$ cat src/rtl/dense_output_writer_if.sv
// ----------------------------------------------------------------------------
// dense_output_writer_if
// Groups the two streaming sides of the dense output writer:
//   - accumulator stream from the dense compute block
//       acc_valid (1), acc_data (signed 32), acc_addr (OUT_IDX_W)
//   - tensor RAM write port
//       tensor_ram_wready (1, from RAM), tensor_ram_we (1),
//       tensor_ram_waddr (ADDR_W), tensor_ram_din (8)
// Modports:
//   master : environment side (drives the accumulator stream and wready)
//   slave  : writer side (consumes accumulators, drives the RAM write port)
// ----------------------------------------------------------------------------
interface dense_output_writer_if #(
    parameter int ADDR_W    = 8,
    parameter int OUT_IDX_W = 6
);
    logic                    acc_valid;
    logic signed [31:0]      acc_data;
    logic [OUT_IDX_W-1:0]    acc_addr;
    logic                    tensor_ram_wready;
    logic                    tensor_ram_we;
    logic [ADDR_W-1:0]       tensor_ram_waddr;
    logic [7:0]              tensor_ram_din;

    modport master (
        output acc_valid, acc_data, acc_addr, tensor_ram_wready,
        input  tensor_ram_we, tensor_ram_waddr, tensor_ram_din
    );

    modport slave (
        input  acc_valid, acc_data, acc_addr, tensor_ram_wready,
        output tensor_ram_we, tensor_ram_waddr, tensor_ram_din
    );
endinterface

$ cat src/rtl/dense_output_writer.sv
// ----------------------------------------------------------------------------
// dense_output_writer
// Sink for the dense layer's int32 accumulator stream. Accumulators are
// buffered in a small FIFO, requantized to int8 through a 3-stage pipe
// (Q31 multiply, rounding shift, saturate + zero point + clamp) and written
// to tensor RAM at base_addr + acc_addr (address wraps).
//
// Ports:
//   clk, reset            clock, synchronous active-high reset
//   start                 arm for a new layer; clears FIFO, pipe, counters
//   layer_complete        upstream has sent all outputs (level)
//   quant_mult            signed Q31 multiplier (>0)
//   quant_shift           extra right shift 0..31
//   out_zero_point        signed int8 output zero point
//   base_addr             tensor RAM base of the output vector
//   bus (slave)           accumulator stream in, tensor RAM write port out
//   write_count           writes completed this layer
//   busy                  ACTIVE or DRAIN
//   write_done            DONE
//   overflow_err          sticky: accumulator dropped on a full FIFO
//
// Build option:
//   DENSE_WR_RELU_EN  when defined, the lower output clamp is the zero point
//                     (fused ReLU); otherwise the lower clamp is -128.
// ----------------------------------------------------------------------------
module dense_output_writer #(
    parameter int FIFO_DEPTH = 4,
    parameter int ADDR_W     = 8,
    parameter int OUT_IDX_W  = 6
) (
    input  logic                     clk,
    input  logic                     reset,
    input  logic                     start,
    input  logic                     layer_complete,
    input  logic signed [31:0]       quant_mult,
    input  logic [4:0]               quant_shift,
    input  logic signed [7:0]        out_zero_point,
    input  logic [ADDR_W-1:0]        base_addr,
    dense_output_writer_if.slave     bus,
    output logic [OUT_IDX_W:0]       write_count,
    output logic                     busy,
    output logic                     write_done,
    output logic                     overflow_err
);

    localparam int PTR_W = $clog2(FIFO_DEPTH);

    typedef enum logic [1:0] {IDLE, ACTIVE, DRAIN, DONE} state_t;

    state_t state, state_next;

    // Round half toward +inf, then arithmetic shift by 31+sh.
    function automatic logic signed [63:0] round_shift(input logic signed [63:0] p,
                                                       input logic [4:0] sh);
        logic [5:0]         s;
        logic signed [63:0] bias;
        s    = {1'b0, sh} + 6'd30;
        bias = 64'sd1 <<< s;
        return (p + bias) >>> (s + 6'd1);
    endfunction

    function automatic logic signed [31:0] sat32(input logic signed [63:0] r);
        if (r > 64'sd2147483647)
            return 32'sh7FFFFFFF;
        else if (r < -64'sd2147483648)
            return 32'sh80000000;
        else
            return r[31:0];
    endfunction

    function automatic logic [7:0] requant(input logic signed [63:0] r,
                                           input logic signed [7:0] zp);
        logic signed [32:0] v;
        logic signed [32:0] lo;
        v = 33'(sat32(r)) + 33'(zp);
`ifdef DENSE_WR_RELU_EN
        lo = 33'(zp);
`else
        lo = -33'sd128;
`endif
        if (v < lo)
            v = lo;
        else if (v > 33'sd127)
            v = 33'sd127;
        return v[7:0];
    endfunction

    // FIFO storage (data only, no reset) and control
    logic signed [31:0]   fifo_data [FIFO_DEPTH];
    logic [OUT_IDX_W-1:0] fifo_addr [FIFO_DEPTH];
    logic [PTR_W-1:0]     wr_ptr, rd_ptr;
    logic [PTR_W:0]       fifo_count;
    logic                 fifo_full;

    // Pipe registers
    logic                 vld_p1, vld_p2, vld_p3;
    logic signed [63:0]   prod_p1;
    logic [4:0]           shift_p1;
    logic signed [7:0]    zp_p1, zp_p2;
    logic [ADDR_W-1:0]    waddr_p1, waddr_p2, waddr_p3;
    logic signed [63:0]   rnd_p2;
    logic [7:0]           q_p3;

    logic run, accept, advance, pop, push, drop, we, pipe_empty;

    assign run        = (state == ACTIVE) || (state == DRAIN);
    assign fifo_full  = (fifo_count == (PTR_W+1)'(FIFO_DEPTH));
    assign accept     = bus.acc_valid && run && !start;
    // The whole pipe freezes only when its last stage holds a result the RAM
    // cannot take; bubbles elsewhere do not cause a stall.
    assign advance    = !(vld_p3 && !bus.tensor_ram_wready);
    assign pop        = run && !start && (fifo_count != '0) && advance;
    // A push into a full FIFO is fine when the head leaves in the same cycle.
    assign push       = accept && (!fifo_full || pop);
    assign drop       = accept && fifo_full && !pop;
    assign we         = vld_p3 && bus.tensor_ram_wready && !start && !reset;
    // An accumulator arriving this cycle keeps the writer out of DONE.
    assign pipe_empty = (fifo_count == '0) && !vld_p1 && !vld_p2 && !vld_p3 && !accept;

    assign bus.tensor_ram_we    = we;
    assign bus.tensor_ram_waddr = vld_p3 ? waddr_p3 : '0;
    assign bus.tensor_ram_din   = vld_p3 ? q_p3 : '0;

    assign busy       = run;
    assign write_done = (state == DONE);

    always_ff @(posedge clk) begin
        if (reset)
            state <= IDLE;
        else
            state <= state_next;
    end

    always_comb begin
        state_next = state;
        case (state)
            IDLE:    state_next = IDLE;
            ACTIVE:  if (layer_complete) state_next = DRAIN;
            DRAIN:   if (pipe_empty) state_next = DONE;
            DONE:    state_next = DONE;
            default: state_next = IDLE;
        endcase
        if (start)
            state_next = ACTIVE;
    end

    always_ff @(posedge clk) begin
        if (reset || start) begin
            wr_ptr       <= '0;
            rd_ptr       <= '0;
            fifo_count   <= '0;
            vld_p1       <= 1'b0;
            vld_p2       <= 1'b0;
            vld_p3       <= 1'b0;
            write_count  <= '0;
            overflow_err <= 1'b0;
        end else begin
            if (push)
                wr_ptr <= wr_ptr + 1'b1;
            if (pop)
                rd_ptr <= rd_ptr + 1'b1;
            fifo_count <= fifo_count + (PTR_W+1)'(push) - (PTR_W+1)'(pop);
            if (advance) begin
                vld_p1 <= pop;
                vld_p2 <= vld_p1;
                vld_p3 <= vld_p2;
            end
            if (we)
                write_count <= write_count + 1'b1;
            if (drop)
                overflow_err <= 1'b1;
        end
    end

    always_ff @(posedge clk) begin
        if (push) begin
            fifo_data[wr_ptr] <= bus.acc_data;
            fifo_addr[wr_ptr] <= bus.acc_addr;
        end
    end

    always_ff @(posedge clk) begin
        if (advance) begin
            // S1: Q31 multiply; per-entry config and address sampled here
            prod_p1  <= 64'(fifo_data[rd_ptr]) * 64'(quant_mult);
            shift_p1 <= quant_shift;
            zp_p1    <= out_zero_point;
            waddr_p1 <= base_addr + ADDR_W'(fifo_addr[rd_ptr]);
            // S2: rounding right shift
            rnd_p2   <= round_shift(prod_p1, shift_p1);
            zp_p2    <= zp_p1;
            waddr_p2 <= waddr_p1;
            // S3: saturate, add zero point, clamp to int8
            q_p3     <= requant(rnd_p2, zp_p2);
            waddr_p3 <= waddr_p2;
        end
    end

endmodule

$ cat src/flat_wrapper.sv
// flat-port wrapper written by rule: the top's interface ports become plain ports
module dense_output_writer_flat 
#(
    parameter int FIFO_DEPTH = 4,
    parameter int ADDR_W     = 8,
    parameter int OUT_IDX_W  = 6
)
  (clk, reset, start, layer_complete, quant_mult, quant_shift, out_zero_point, base_addr, write_count, busy, write_done, overflow_err, bus_acc_valid, bus_acc_data, bus_acc_addr, bus_tensor_ram_wready, bus_tensor_ram_we, bus_tensor_ram_waddr, bus_tensor_ram_din);
  dense_output_writer_if #(.ADDR_W(ADDR_W), .OUT_IDX_W(OUT_IDX_W)) bus_i ();
  input  logic clk;
  input  logic reset;
  input  logic start;
  input  logic layer_complete;
  input  logic signed [31:0] quant_mult;
  input  logic [4:0] quant_shift;
  input  logic signed [7:0] out_zero_point;
  input  logic [ADDR_W-1:0] base_addr;
  output logic [OUT_IDX_W:0] write_count;
  output logic busy;
  output logic write_done;
  output logic overflow_err;
  input wire logic [$bits(bus_i.acc_valid)-1:0] bus_acc_valid;
  input wire logic [$bits(bus_i.acc_data)-1:0] bus_acc_data;
  input wire logic [$bits(bus_i.acc_addr)-1:0] bus_acc_addr;
  input wire logic [$bits(bus_i.tensor_ram_wready)-1:0] bus_tensor_ram_wready;
  output wire logic [$bits(bus_i.tensor_ram_we)-1:0] bus_tensor_ram_we;
  output wire logic [$bits(bus_i.tensor_ram_waddr)-1:0] bus_tensor_ram_waddr;
  output wire logic [$bits(bus_i.tensor_ram_din)-1:0] bus_tensor_ram_din;
  assign bus_i.acc_valid = bus_acc_valid;
  assign bus_i.acc_data = bus_acc_data;
  assign bus_i.acc_addr = bus_acc_addr;
  assign bus_i.tensor_ram_wready = bus_tensor_ram_wready;
  assign bus_tensor_ram_we = bus_i.tensor_ram_we;
  assign bus_tensor_ram_waddr = bus_i.tensor_ram_waddr;
  assign bus_tensor_ram_din = bus_i.tensor_ram_din;
  dense_output_writer #(.FIFO_DEPTH(FIFO_DEPTH), .ADDR_W(ADDR_W), .OUT_IDX_W(OUT_IDX_W)) u_core (.clk(clk), .reset(reset), .start(start), .layer_complete(layer_complete), .quant_mult(quant_mult), .quant_shift(quant_shift), .out_zero_point(out_zero_point), .base_addr(base_addr), .bus(bus_i), .write_count(write_count), .busy(busy), .write_done(write_done), .overflow_err(overflow_err));
endmodule
$ cat config.mk
export PLATFORM = sky130hd
export DESIGN_NAME = dense_output_writer_flat
export DESIGN_NICKNAME = d
export VERILOG_FILES = /design/src/rtl/dense_output_writer_if.sv /design/src/rtl/dense_output_writer.sv /design/src/flat_wrapper.sv
export SDC_FILE = /design/constraint.sdc
export NUM_CORES = 2
export LEC_CHECK = 0
export CAP_MARGIN = 10
export CORE_MARGIN = 2
export CORE_UTILIZATION = 40
export CTS_CLUSTER_SIZE = 40
export DETAILED_ROUTE_END_ITERATION = 16
export GPL_ROUTABILITY_DRIVEN = 0
export MAX_ROUTING_LAYER = met4
export PLACE_DENSITY = 0.53
export SLEW_MARGIN = 30
export SYNTH_ARGS = -nofsm -noshare
export SYNTH_HDL_FRONTEND = slang
export SYNTH_SLANG_ARGS = --single-unit
export TNS_END_PERCENT = 5
$ cat constraint.sdc
create_clock -name clk -period 13.7 [get_ports clk]
set_input_delay 2.055 -clock clk [delete_from_list [all_inputs] [get_ports clk]]
set_output_delay 2.055 -clock clk [all_outputs]
set_load 0.05 [all_outputs]
Word-level counts from Yosys, hierarchy flattened

Memory sizes are Yosys's and may differ from the RTL's. A register that Yosys moved wholly into a read port is not among the register bits.
Cells that the tools add are included.

Add/subtract/negate cells: 10
$mul: 1
Equal/unequal tests: 8
Reduce and logical (&&, ||, !) cells: 35
Order comparisons: 4
Shifts and indexed selects: 2
Muxes and demuxes: 16

Operators by type and width:

| operator                                                                          | count |
|---|---|
| 32-bit two-way mux                                                                | 3 |
| 64-bit adder                                                                      | 1 |
| 64-bit by 32-bit greater-than comparator with 1-bit output, second input constant | 1 |
| 64-bit by 32-bit < comparator with 1-bit output, second input constant            | 1 |
| 32-bit by 32-bit multiplier with 64-bit output                                    | 1 |
| 2-bit by 6-bit <<< shifter with 64-bit output, first input constant               | 1 |
| 64-bit by 6-bit >>> shifter with 64-bit output                                    | 1 |
| 32-bit by 8-bit adder with 33-bit output                                          | 1 |
| 33-bit by 8-bit greater-than comparator with 1-bit output, second input constant  | 1 |
| 33-bit by 8-bit < comparator with 1-bit output, second input constant             | 1 |
| 8-bit two-way mux                                                                 | 3 |
| 1-bit logical AND                                                                 | 16 |
| 2-bit two-way mux                                                                 | 6 |
| 1-bit logical NOT                                                                 | 10 |
| 8-bit by 6-bit adder with 8-bit output                                            | 1 |
| 2-bit case mux with 4 select lines                                                | 1 |
| 7-bit by 1-bit adder with 7-bit output, second input constant                     | 1 |
| 5-bit by 5-bit adder with 6-bit output, second input constant                     | 1 |
| 6-bit by 1-bit adder with 6-bit output, second input constant                     | 1 |
| 2-bit by 1-bit adder with 2-bit output, second input constant                     | 2 |
| 2-bit == test, second input constant                                              | 2 |
| 2-bit AND reduction                                                               | 2 |
| 3-bit by 1-bit adder with 3-bit output                                            | 1 |
| 3-bit == test, second input constant                                              | 1 |
| other kinds (12)                                                                  | 16 |

Output and inout bits: 27
Logic and storage cells: 97
Memory bits (writable): 152
Flip-flop bits (word level): 201
Bits of input ports: 97
Memories kept: 2

Memory list:

| name             | words | bits a word | read ports | clocked after Yosys merged registers in | write ports | RTL line                  | source |
|---|---|---|---|---|---|---|---|
| u_core.fifo_data | 4     | 32          | 1          | 1                                       | 1           | dense_output_writer.sv:89 | `logic signed [31:0] fifo_data [FIFO_DEPTH];` |
| u_core.fifo_addr | 4     | 6           | 1          | 1                                       | 1           | dense_output_writer.sv:90 | `logic [OUT_IDX_W-1:0] fifo_addr [FIFO_DEPTH];` |

Depth between registers and ports, before layout

Depth in word-level cells: 9
Depth in mapped cells: 33
Gate-level depth less buffers: 30

Least setup slack after synthesis

Ideal clock, no wire load.

Kind: input -> register
From: in quant_mult[2]
To: reg u_core.prod_p1[62] (data pin)
Data arrival time: 9076 ps
Required time: 13435 ps
Setup slack: 4359 ps
Stages: 24
Path through: clkbuf_1 nand2_1 inv_1 fa_1 fa_1 fa_1 fa_1 inv_1 fa_1 inv_1 fa_1 fa_1 inv_1 fa_1 inv_1 ha_1 o21a_1 o211a_1 a21oi_1 a31oi_1 a211o_1 a21oi_1 o21ai_0 xor2_1

Longest elaborated chain between the ends: 1

RTL lines:

| element                                        | RTL line                   | source |
|---|---|---|
| from (decl)                                    | flat_wrapper.sv:14         | `input logic signed [31:0] quant_mult;` |
| 32-bit by 32-bit multiplier with 64-bit output | dense_output_writer.sv:185 | `prod_p1 <= 64'(fifo_data[rd_ptr]) * 64'(quant_mult);` |
| to (signal assigned)                           | dense_output_writer.sv:185 |  |
| to (decl)                                      | dense_output_writer.sv:97  | `logic signed [63:0] prod_p1;` |

Every way passes these cells.
A chain may end at the register's enable or synchronous reset.

Final worst setup path

From: in quant_mult[12]
To: reg u_core.prod_p1[62] (data pin)

The elaborated chain is that of the path after synthesis.

==> impl_metrics.toml <==
[grt]
grt_max_degree = 77
grt_usage = 0.247
grt_pass1_vias = 49100
grt_pass1_wl_um = 293000
grt-ovfl-total = 0
grt_antenna_before_repair = 5

[logic_synthesis]
synth-edff-count = 333
avgSynthCellArea_um2 = 9.48
yosysWarningCount = 0
postSynthCellCount = 6479
synth_seq_area_share = 0.170
ys.flop_type = "edfxtp_1"
netlist_area_um2 = 61400
yosys_register_bits = 355
synthDistinctLibCells = 93
synthArstFlopShare = 0

[worst_setup_path]
critPathKind = "in2reg"
max_stage_delay_ns = 1.00
cp-start-kind = "primary input"
path_buf_inv = 6
cp_slowest_cell = "clkdlybuf4s50_1"
cpLargestDelayFamily = "adder cells"
cp_max_fo = 17
cp-end-kind = "flop"
worstPathRequired_ns = 14.07
arrival_ns = 11.05
regToRegSetupSlack_ns = 3.25
critPathMostFrequentCell = "fa_1"
worst_r2r_path_depth = 28
rr_endpoint = "u_core.prod_p1[62]"

[cts]
cts-resized-gates = 0
cts_buffer_depth = 3
cts_setup_buffers = 0
h-tree-depth = 2
clk_latency_ns = 0.64
clockRootBuffer = "clkbuf_16"
cts-buffers-inserted = 42
cts_tree = "yes"
cts_hold_buffers = 0
clk_pin_slew_ns = 0.06
cts.sink_count = 355

[worst_hold_path]
min-delay-start = "u_core.waddr_p2[1]"
min_to = "u_core.waddr_p3[1]"
hold-path-cell-count = 0
holdCritPathClass = "reg2reg"

[place]
dp_hpwl_um = 146000
port_buffers = 123

[flow_run]
drv_cap = 0

[route]
postRouteAntennaNets = 0
first_iter_violations = 3441
wirelength_um = 185000
via_count = 46200
drc = 0
dr.pass1.iters = 5
wire_per_inst_um = 21.9
viasPerCell = 5.46

[layout]
drive_above_1_share = 0.0479
area_delta_synth_final_pct = 7.65
final_common_cell = "fa_1"
fin_nets = 7869
mostFrequentLayoutCells = "1086 x fa_1, 1052 x inv_1, 836 x nand2_1, 554 x and2_1, 333 x edfxtp_1"

[die]
std_cell_rows = 143
die_h_um = 396
die_x_um = 396
io_pins = 124
die_area_um2 = 157000
start_util = 0.404
core_um2 = 152000

[timing]
finalCritPeriodShare = 0.780
worst_pin_slew_ns = 1.08
tns_ns = 0
min_period_ns = 10.68
hold_viol = 0
fin_skew_ns = 0.0537
finalSetupViolations = 0
report.final.slew_viol_count = 0
max_freq_mhz = 93.6
rsz0062_at_grt = "false"
relSlewSlack = 0.273

[run_status]
status = "complete, no violations"
sequential cells by signal (all words and copies together) (netlist names), 3 cells and up, named ones only:
signal / count
u_core.zp_p1: 8
u_core.fifo_count: 3
u_core.waddr_p2: 8
u_core.fifo_data: 128
u_core.shift_p1: 5
u_core.prod_p1: 64
u_core.waddr_p1: 8
u_core.q_p3: 8
u_core.write_count: 7
u_core.fifo_addr: 24
u_core.zp_p2: 8
u_core.waddr_p3: 8
u_core.rnd_p2: 64
kinds of logic (layout without fill, tap and decap cells):
logic type,after synthesis,in the layout,share of synthesized area
simple gates,2066,2066,0.163
compound gates,932,932,0.101
other cells,2,24,0.000122
mux,161,161,0.0403
fa+ha+maj,1390,1390,0.416
flops,355,355,0.170
xor+xnor,161,161,0.0229
buf+inv,1412,1333,0.0866
worst max-delay path by stage:
stage,end,slack (ns),cells past startpoint,from
after floorplan,u_core.prod_p1[62],4.36,24,quant_mult[2]
after global placement,u_core.prod_p1[62],2.43,27,quant_mult[7]
after detailed placement,u_core.prod_p1[62],2.37,28,quant_mult[12]
after CTS,u_core.prod_p1[62],3.04,28,quant_mult[12]
after global routing,u_core.prod_p1[62],2.67,28,quant_mult[15]
final,u_core.prod_p1[62],3.02,28,quant_mult[12]
stage by stage:
stage	area, um^2	hold slack, ns	utilization	worst slack, ns	cells
finish	66100	0.414	0.434	3.02	8452
global route	66100	0.417	0.434	2.67	8450
CTS	66000	0.414	0.434	3.04	8440
detailed placement	64500	0.405	0.424	2.37	8363
global placement	64500	0.401	0.424	2.43	8363
floorplan	61500	0.400	-	4.36	6494
synth_stat cells, types with 17 or more instances:
cell	count	area [um^2]
o22ai_1	20	125
o21bai_1	21	158
a211oi_1	40	300
o211ai_1	40	300
mux2_2	20	225
a221oi_1	20	175
o21a_1	29	218
clkbuf_1	318	1190
mux4_2	67	1510
or3_1	27	169
nor4_1	28	175
buf_2	17	85.1
a21o_1	91	683
dfxtp_1	22	440
and2_1	558	3490
mux2i_1	73	731
nand2b_1	33	206
nand2_1	836	3140
nand4_1	66	413
nor3_1	59	295
nor2b_1	17	106
fa_1	1086	21700
inv_1	1055	3960
a21oi_1	255	1280
nor2_1	296	1110
edfxtp_1	333	10000
xor2_1	54	473
o21ai_0	154	771
ha_1	304	3800
buf_1	21	78.8
xnor2_1	107	937
and3_1	20	125
a31oi_1	43	269
nand3_1	72	360
area by class of cell:
cell class | instances | area, um^2
diodes | 7 | 17.5
well taps | 2030 | 2540
multi-input cells | 4727 | 45900
flip-flops and latches | 355 | 10400
clock inverters | 30 | 402
repair buffers | 200 | 1840
clock buffers | 47 | 1070
fillers | 14800 | 86100
inverters | 1056 | 3970
routing by layer:
metal	wire length (um)	GRT usage	up-vias
li1	-	-	20800
met1	82500	0.332	23800
met2	85600	0.390	1336
met3	10300	0.0326	244
met4	6640	0.0794	0
met5	0	-	-
Power is left out: the tool's default activity adds up to more than one toggle a clock period on the data nets, which glitch-free logic cannot reach.
